<file path="config.mk">
export PLATFORM = sky130hd
export DESIGN_NAME = min_frame_tracker
export DESIGN_NICKNAME = d
export VERILOG_FILES = /design/src/rtl/min_pkg.sv /design/src/rtl/min2_idx.sv /design/src/rtl/min_frame_tracker.sv
export SDC_FILE = /design/constraint.sdc
export NUM_CORES = 1
export LEC_CHECK = 0
export ABC_AREA = 0
export CAP_MARGIN = 20
export CORE_UTILIZATION = 44
export CTS_CLUSTER_DIAMETER = 120
export DETAILED_ROUTE_END_ITERATION = 16
export PLACE_DENSITY = 0.76
export SLEW_MARGIN = 20
export SYNTH_ARGS = -nofsm -noshare
export SYNTH_HDL_FRONTEND = slang
export SYNTH_SLANG_ARGS = --single-unit
</file>
<file path="constraint.sdc">
create_clock -name clk -period 1.7 [get_ports clk]
set_input_delay 0.34 -clock clk [delete_from_list [all_inputs] [get_ports clk]]
set_output_delay 0.34 -clock clk [all_outputs]
set_load 0.05 [all_outputs]
</file>
<file path="src/rtl/min_pkg.sv">
// Shared types and sizing helpers for the frame-minimum tracker.
package min_pkg;

  localparam int DATA_W_DEF    = 8;
  localparam int FRAME_LEN_DEF = 16;

  typedef enum logic [1:0] {
    IDLE  = 2'd0,
    ACCUM = 2'd1,
    HOLD  = 2'd2
  } state_t;

  // Index field is at least one bit wide, even for single-sample frames.
  function automatic int idx_width(input int frame_len);
    return (frame_len > 1) ? $clog2(frame_len) : 1;
  endfunction

endpackage

</file>
<file path="src/rtl/min2_idx.sv">
// Two-input unsigned minimum carrying an index; ties resolve to input a.
// Purely combinational, no handshake.
module min2_idx #(
  parameter int DATA_W = 8,
  parameter int IDX_W  = 4
) (
  input  logic [DATA_W-1:0] a,
  input  logic [DATA_W-1:0] b,
  input  logic [IDX_W-1:0]  a_idx,
  input  logic [IDX_W-1:0]  b_idx,
  output logic [DATA_W-1:0] min_val,
  output logic [IDX_W-1:0]  min_idx
);

  logic take_b;

  assign take_b  = (b < a);
  assign min_val = take_b ? b : a;
  assign min_idx = take_b ? b_idx : a_idx;

endmodule

</file>
<file path="src/rtl/min_frame_tracker.sv">
// Reduces each sample frame to {minimum, first index of minimum, sample count}.
// Latency: result valid the cycle after the frame's last sample is accepted.
// Backpressure: in_ready drops while a result waits; result held until out_ready.
module min_frame_tracker
  import min_pkg::*;
#(
  parameter int DATA_W    = DATA_W_DEF,
  parameter int FRAME_LEN = FRAME_LEN_DEF,
  parameter int IDX_W     = idx_width(FRAME_LEN)
) (
  input  logic              clk,
  input  logic              rst_n,
  input  logic              in_valid,
  output logic              in_ready,
  input  logic [DATA_W-1:0] in_data,
  input  logic              in_last,
  output logic              out_valid,
  input  logic              out_ready,
  output logic [DATA_W-1:0] out_min,
  output logic [IDX_W-1:0]  out_idx,
  output logic [IDX_W:0]    out_count
);

  localparam logic [IDX_W:0] LEN_C = (IDX_W+1)'(FRAME_LEN);

  state_t            state, state_nxt;
  logic [DATA_W-1:0] cur_min, cur_min_nxt;
  logic [IDX_W-1:0]  cur_idx, cur_idx_nxt;
  logic [IDX_W:0]    count, count_nxt, count_inc;
  logic [DATA_W-1:0] cmp_min;
  logic [IDX_W-1:0]  cmp_idx;
  logic              in_fire;

  assign in_ready  = (state != HOLD);
  assign out_valid = (state == HOLD);
  assign in_fire   = in_valid && in_ready;
  assign count_inc = count + (IDX_W+1)'(1);

  // While accumulating, count is always below FRAME_LEN, so its low bits are the new sample's index.
  min2_idx #(
    .DATA_W (DATA_W),
    .IDX_W  (IDX_W)
  ) u_cmp (
    .a       (cur_min),
    .b       (in_data),
    .a_idx   (cur_idx),
    .b_idx   (count[IDX_W-1:0]),
    .min_val (cmp_min),
    .min_idx (cmp_idx)
  );

  always_comb begin
    state_nxt   = state;
    cur_min_nxt = cur_min;
    cur_idx_nxt = cur_idx;
    count_nxt   = count;
    case (state)
      IDLE: begin
        if (in_fire) begin
          cur_min_nxt = in_data;
          cur_idx_nxt = '0;
          count_nxt   = (IDX_W+1)'(1);
          state_nxt   = (in_last || FRAME_LEN == 1) ? HOLD : ACCUM;
        end
      end
      ACCUM: begin
        if (in_fire) begin
          cur_min_nxt = cmp_min;
          cur_idx_nxt = cmp_idx;
          count_nxt   = count_inc;
          if (in_last || count_inc == LEN_C) state_nxt = HOLD;
        end
      end
      HOLD: begin
        if (out_ready) begin
          state_nxt = IDLE;
          count_nxt = '0;
        end
      end
      default: state_nxt = IDLE;
    endcase
  end

  always_ff @(posedge clk or negedge rst_n) begin
    if (!rst_n) begin
      state   <= IDLE;
      cur_min <= '0;
      cur_idx <= '0;
      count   <= '0;
    end else begin
      state   <= state_nxt;
      cur_min <= cur_min_nxt;
      cur_idx <= cur_idx_nxt;
      count   <= count_nxt;
    end
  end

  assign out_min   = cur_min;
  assign out_idx   = cur_idx;
  assign out_count = count;

endmodule

</file>
==> results of run 1 <==
flip-flops by register name, summed over array words and instances (netlist names):
register / cells
out_count: 5
out_min: 8
out_idx: 4
state: 2
power by group through the flow:
stage | clock [mW] | sequential (mW) | combinational, mW
6_report | 0.240 | 0.727 | 2.67
3_5_place_dp | 0 | 0.732 | 2.38
4_1_cts | 0.248 | 0.726 | 2.59
5_1_grt | 0.266 | 0.746 | 2.84
3_3_place_gp | 0 | 0.722 | 2.30
2_1_floorplan | 0 | 1.20 | 1.05
worst max-delay path, delay by kind of cell (launching register included):
kind                     cells  cell delay (ns)
flip-flops                   1             0.43
buffers and inverters        1             0.07
multiplexers                 1             0.32
AO/OA/AOI/OAI                4             0.70
adder cells (fa/ha/maj)      1             0.20
per-stage QoR:
stage               power [mW]  setup WS [ns]  hold slack [ns]  instance area, um2
finish                    3.64         -0.120            0.363                1990
global route              3.85         -0.172            0.368                1990
CTS                       3.57         -0.116            0.366                1960
detailed placement        3.11         -0.641            0.536                1830
global placement          3.02         -0.569            0.526                1830
floorplan                 2.25         -0.343           0.0444                1330
cell type report:
type / count / share of cell area (%)
flip-flops and latches: 19 / 24.5
repair buffers: 57 / 26.1
multi-input cells: 90 / 43.8
inverters: 12 / 2.39
clock buffers: 4 / 1.32
well taps: 31 / 1.95
cells in the final DEF, fill, tap and decap left out, types with 2 or more instances in the layout:
cell	count
a21oi_1	2
a21oi_4	2
a221o_2	4
and3_1	3
buf_12	5
buf_4	38
buf_6	2
clkbuf_4	3
clkdlybuf4s50_1	5
dfrtp_1	10
dfrtp_2	9
dlygate4sd2_1	7
ha_1	4
ha_2	2
ha_4	7
inv_1	7
inv_2	4
mux2_4	8
nand2_1	13
nand2b_1	2
nand3_1	4
nor2_1	6
o21ai_0	4
o21ai_1	3
o21ai_2	2
cells by family after synthesis:
logic type,count (synthesis)
buf+inv,16
mux,8
fa+ha+maj,13
simple gates,42
flops,19
compound gates,27
per-layer routing:
metal	up-vias	part of all wire [%]	GRT usage, %
li1	554	-	-
met1	571	44	25.6
met2	27	52	39.1
met3	4	3.9	3.26
met4	0	0.80	5.23
met5	-	0	0
worst max-delay path by stage:
stage	startpoint	end	slack, ns	cells after the start
finish	out_min[2]$_DFFE_PN0P_	out_min[6]$_DFFE_PN0P_	-0.12	7
global route	out_min[2]$_DFFE_PN0P_	out_min[5]$_DFFE_PN0P_	-0.17	7
CTS	out_min[2]$_DFFE_PN0P_	out_min[6]$_DFFE_PN0P_	-0.12	7
detailed placement	in_data[2]	out_min[6]$_DFFE_PN0P_	-0.64	8
global placement	in_data[2]	out_min[5]$_DFFE_PN0P_	-0.57	8
floorplan	out_min[2]$_DFFE_PN0P_	out_min[1]$_DFFE_PN0P_	-0.34	8
timing repair:
item                       in CTS  in global routing
pin swaps                      15                  2
setup buffers                   3                  1
setup endpoints to repair      18                 18
resized for setup              26                  7
==> flow_summary.json, run 1 <==
{
  "synth_area_per_cell_um2": 10.2,
  "yosys-mux-area-fraction_pct": 9.42,
  "yosysMostFrequentCell": "dfrtp_1",
  "grtUsageTotal_pct": 21.1,
  "finalSetupTns_ns": -1.09,
  "drt_first_pass_iters": 4,
  "yosys_warnings": 0,
  "core_area_um2": 2760,
  "die_area_um2": 3120,
  "synth_flop_cell": "dfrtp_1",
  "timing.rr.start": "out_min[2]$_DFFE_PN0P_",
  "synth_top_family_by_area": "compound AO/OA/AOI/OAI gates",
  "period_share_pct": 107,
  "n_antenna_cell": 0,
  "clkLatencyLatePin_ns": 0.30,
  "synth_xor_area_share_pct": 0,
  "clkSinkCount": 19,
  "ant_nets": 0,
  "synth_top_area_share_pct": 37.3,
  "leakage_nw": 0.924,
  "synth_cells": 125,
  "synth_compound_area_share_pct": 17.4,
  "crit_arrival_ns": 2.01,
  "final_nets": 209,
  "slew_viol_final": 0,
  "totalWireLength_um": 3140,
  "irDropWorstVdd_v": 0.00153,
  "min_period_ns": 1.82,
  "min_path_type": "in -> async",
  "grt-ovfl-total": 0,
  "rsz0062_at_grt": "true",
  "worstPathCellList": "inv_2, ha_4, a211oi_2, o21ai_2, a21oi_4, o21ba_4, mux2_4",
  "globalplace.congestion": 0.836,
  "reg2reg_to": "out_min[6]$_DFFE_PN0P_",
  "io_buffers": 31,
  "power.switching_mw": 1.68,
  "clk_path_buf_depth": 2,
  "path_class": "reg -> reg",
  "synth_largest_area_cell": "dfrtp_1",
  "avgViaCountPerCell": 5.43,
  "io_pins": 32,
  "yosysSeqAreaShare_pct": 37.3,
  "root_buffer": "clkbuf_4",
  "violations": "setup timing",
  "end_kind": "register",
  "hold_violations": 0,
  "pwr-share-comb_pct": 73.4,
  "cts_buffers": 3,
  "via_count": 1156,
  "setup_violations": 12,
  "finalCoreUtilization_pct": 72.1,
  "synth_area_leaders": "dfrtp_1, ha_1, mux2_4",
  "drv_cap": 0,
  "cts_tree": "yes",
  "synth_async_sr_flop_share_pct": 100,
  "final_cells": 213,
  "first_global_vias": 1150,
  "grt_pass1_wl_um": 5140,
  "drc_errors": 0,
  "grt_start_max_net_pins": 20,
  "status": "finished with violations",
  "r2r_slack_ns": -0.12,
  "nFillCells": 207,
  "hold_buffers": 0,
  "synth-edff-count": 0,
  "path_max_fanout": 8,
  "routedWlPerCell_um": 14.7,
  "clock_skew_ns": 0.00305,
  "worst_slack_ns": -0.120,
  "tightest_slew_ns": 0.317,
  "ys_top_cells_by_count": "dfrtp_1, nand2_1, ha_1",
  "seq_area_um2": 487,
  "clkTransAtPathRegs_ns": 0.12,
  "chipWidth_um": 55.8,
  "synth_adder_area_share_pct": 12.8,
  "crit_slowest_cell": "dfrtp_2",
  "drt_iter0_drc": 36,
  "die-height_um": 55.8,
  "multi_input_area_um2": 871,
  "seqPwrFrac_pct": 20.0,
  "p_int_mw": 1.96,
  "synthSimpleGateAreaFrac_pct": 17.2,
  "synth_cell_type_count": 38,
  "swShare_pct": 46.2,
  "synth_seq_cells": 19,
  "power.share.clock_pct": 6.6,
  "syn_nets": 151,
  "relSlewSlack_pct": 78.9,
  "start_util_pct": 46.2,
  "powerDensity_nw_per_um2": 1830,
  "areaGrowthSynthToFinish_pct": 56.0,
  "fmax_mhz": 549,
  "antenna_found_initial": 0,
  "worst_ep_required_time_ns": 1.89,
  "drive_gt1_share_pct": 54.9,
  "max_stage_delay_ns": 0.43,
  "h-tree-depth": 1,
  "r2r_cells": 7,
  "startpoint_type": "register",
  "dp_hpwl_um": 2350,
  "place_inst": 206,
  "rows": 19,
  "synthesis.area_um2": 1270
}
No activity file was read; power rests on OpenSTA's default activity.
==> run 2: changes to the inputs <==
--- a/config.mk
+++ b/config.mk
@@ -7,10 +7,11 @@
 export LEC_CHECK = 0
 export ABC_AREA = 0
 export CAP_MARGIN = 20
-export CORE_UTILIZATION = 44
+export CORE_UTILIZATION = 45
 export CTS_CLUSTER_DIAMETER = 120
 export DETAILED_ROUTE_END_ITERATION = 16
-export PLACE_DENSITY = 0.76
+export PLACE_DENSITY = 0.74
+export RECOVER_POWER = 25
 export SLEW_MARGIN = 20
 export SYNTH_ARGS = -nofsm -noshare
 export SYNTH_HDL_FRONTEND = slang
==> constraint.sdc (replaced) <==
create_clock -name clk -period 2 [get_ports clk]
set_input_delay 0.4 -clock clk [delete_from_list [all_inputs] [get_ports clk]]
set_output_delay 0.4 -clock clk [all_outputs]
set_load 0.05 [all_outputs]
==> run 2 against run 1 <==
Net effect: the run now ends clean; non-clock buffer count decreased by 17; sequential cell count is the same; combinational power down 31%; first-iteration DRC count shrank 69%; final area is 11% lower; die area decreased by 2.1%; setup slack improved by 0.15 ns; core utilization is 3.1 points lower; largest cell class unchanged; largest power group unchanged.
==> flow_summary.json, run 2 (synthesis gave the netlist of run 1 again) <==
{
  "antenna_found_initial": 0,
  "path_class": "in -> reg",
  "drv_cap": 0,
  "chipWidth_um": 55.2,
  "place_inst": 191,
  "grtUsageTotal_pct": 19.8,
  "final_nets": 192,
  "tightest_slew_ns": 0.672,
  "status": "complete, no violations",
  "layout_common_cells": "clkdlybuf4s50_1, nand2_1, dfrtp_1, buf_4, inv_1",
  "die-height_um": 55.2,
  "fmax_mhz": 508,
  "root_buffer": "clkbuf_4",
  "clkSinkCount": 19,
  "finalPower_mw": 2.68,
  "placed_cell_area_um2": 1700,
  "path_max_fanout": 8,
  "globalplace.congestion": 0.795,
  "worst_ep_required_time_ns": 2.19,
  "first_global_vias": 1046,
  "start_util_pct": 49.7,
  "clkTransAtPathRegs_ns": 0.11,
  "crit_slowest_cell": "clkdlybuf4s50_1",
  "worstPathCellList": "clkdlybuf4s50_1, ha_1, nand2_1, nor3_4, a21oi_4, o21ba_4, buf_12, mux2_4",
  "hold_violations": 0,
  "irDropWorstVdd_v": 0.00120,
  "clk_path_buf_depth": 2,
  "setup_violations": 0,
  "cts_tree": "yes",
  "slew_viol_final": 0,
  "hold_buffers": 0,
  "largest_reg_flops": 8,
  "drc_errors": 0,
  "drt_first_pass_iters": 4,
  "min_path_type": "in -> reg",
  "areaGrowthSynthToFinish_pct": 39.0,
  "worst_slack_ns": 0.0332,
  "relSlewSlack_pct": 55.2,
  "nFillCells": 199,
  "min_period_ns": 1.97,
  "via_count": 1063,
  "drive_gt1_share_pct": 33.3,
  "avgViaCountPerCell": 5.45,
  "powerDensity_nw_per_um2": 1510,
  "h-tree-depth": 1,
  "grt_pass1_wl_um": 4810,
  "startpoint_type": "input port",
  "grt_start_max_net_pins": 12,
  "clkLatencyLatePin_ns": 0.30,
  "ant_nets": 0,
  "io_pins": 32,
  "core_area_um2": 2570,
  "rows": 18,
  "cts_buffers": 3,
  "end_kind": "register",
  "dp_hpwl_um": 2190,
  "final_area_um2": 1770,
  "max_stage_delay_ns": 0.43,
  "routedWlPerCell_um": 14.6,
  "place_ws_ns": -0.399,
  "io_buffers": 31,
  "period_share_pct": 98.3,
  "finalSetupTns_ns": 0,
  "totalWireLength_um": 2850,
  "die_area_um2": 3050,
  "grt-ovfl-total": 0,
  "n_antenna_cell": 0,
  "leakage_nw": 0.810,
  "drt_iter0_drc": 11,
  "crit_arrival_ns": 2.16,
  "final_common_cell": "clkdlybuf4s50_1",
  "final_cells": 195,
  "clock_skew_ns": 0.00535
}
[run 2: changes by cell type in the layout (fill, tap and decap cells not counted), sizes merged]
cell           change
buf               -30
dlygate4sd3        +1
dlymetal6s2s       +2
clkbuf             +1
clkdlybuf4s50     +14
dlygate4sd2        -5
[run 2: final timing paths]
| path | end | slack [ns] | start | cells past startpoint |
|---|---|---|---|---|
| worst max-delay path | out_min[5]$_DFFE_PN0P_ | 0.03 | in_data[4] | 8 |
| worst min-delay path | out_min[6]$_DFFE_PN0P_ | 0.38 | in_data[6] | 2 |
| worst max register to register | out_min[5]$_DFFE_PN0P_ | 0.07 | out_min[2]$_DFFE_PN0P_ | 8 |
| worst min register to register | out_min[0]$_DFFE_PN0P_ | 0.55 | out_min[0]$_DFFE_PN0P_ | 1 |
| max in group asynchronous | out_count[1]$_DFFE_PN0P_ | 0.64 | rst_n | 2 |
| min in group asynchronous | out_min[0]$_DFFE_PN0P_ | 0.44 | rst_n | 1 |
[run 2: timing repair]
action	4_1_cts	5_1_grt
gates resized for setup	5	7
buffers inserted	0	0
setup endpoints to repair	8	8
pin swaps	2	6
endpoints found under the hold margin	0	0
[run 2: area by class of cell]
cell class	instances	area, um2	share of cell area (%)
tap	30	37.5	2.12
multi-input combinational	90	782	44.1
sequential	19	484	27.3
inverter	12	45.0	2.54
timing repair buffer	40	397	22.4
clock buffer	4	26.3	1.48
[run 2: power by group]
part,internal [mW],switching [mW]
combinational,0.795,1.03
clock,0.0779,0.124
sequential,0.524,0.128
[run 2: critical path, delay by kind of cell]
kind / cells / cell delay [ns]
buf+inv: 2 / 0.57
compound gates: 2 / 0.31
simple gates: 2 / 0.28
mux: 1 / 0.30
fa+ha+maj: 1 / 0.30
[run 2: stage by stage]
stage	hold slack [ns]	utilization [%]
global placement	0.516	66.3
detailed placement	0.520	66.3
CTS	0.387	67.9
finish	0.378	69.0
floorplan	0.104	-
global route	0.369	69.0
[run 2: layer usage]
metal  share of wire [%]  up-vias  global-route usage [%]  wire length (um)
met5                   0        -                       0                 0
met2                  49       28                    31.2              1410
met3                 4.1        5                    3.75               117
met4                 1.4        0                    6.43                39
met1                  45      511                    27.4              1290
li1                    -      519                       -                 -
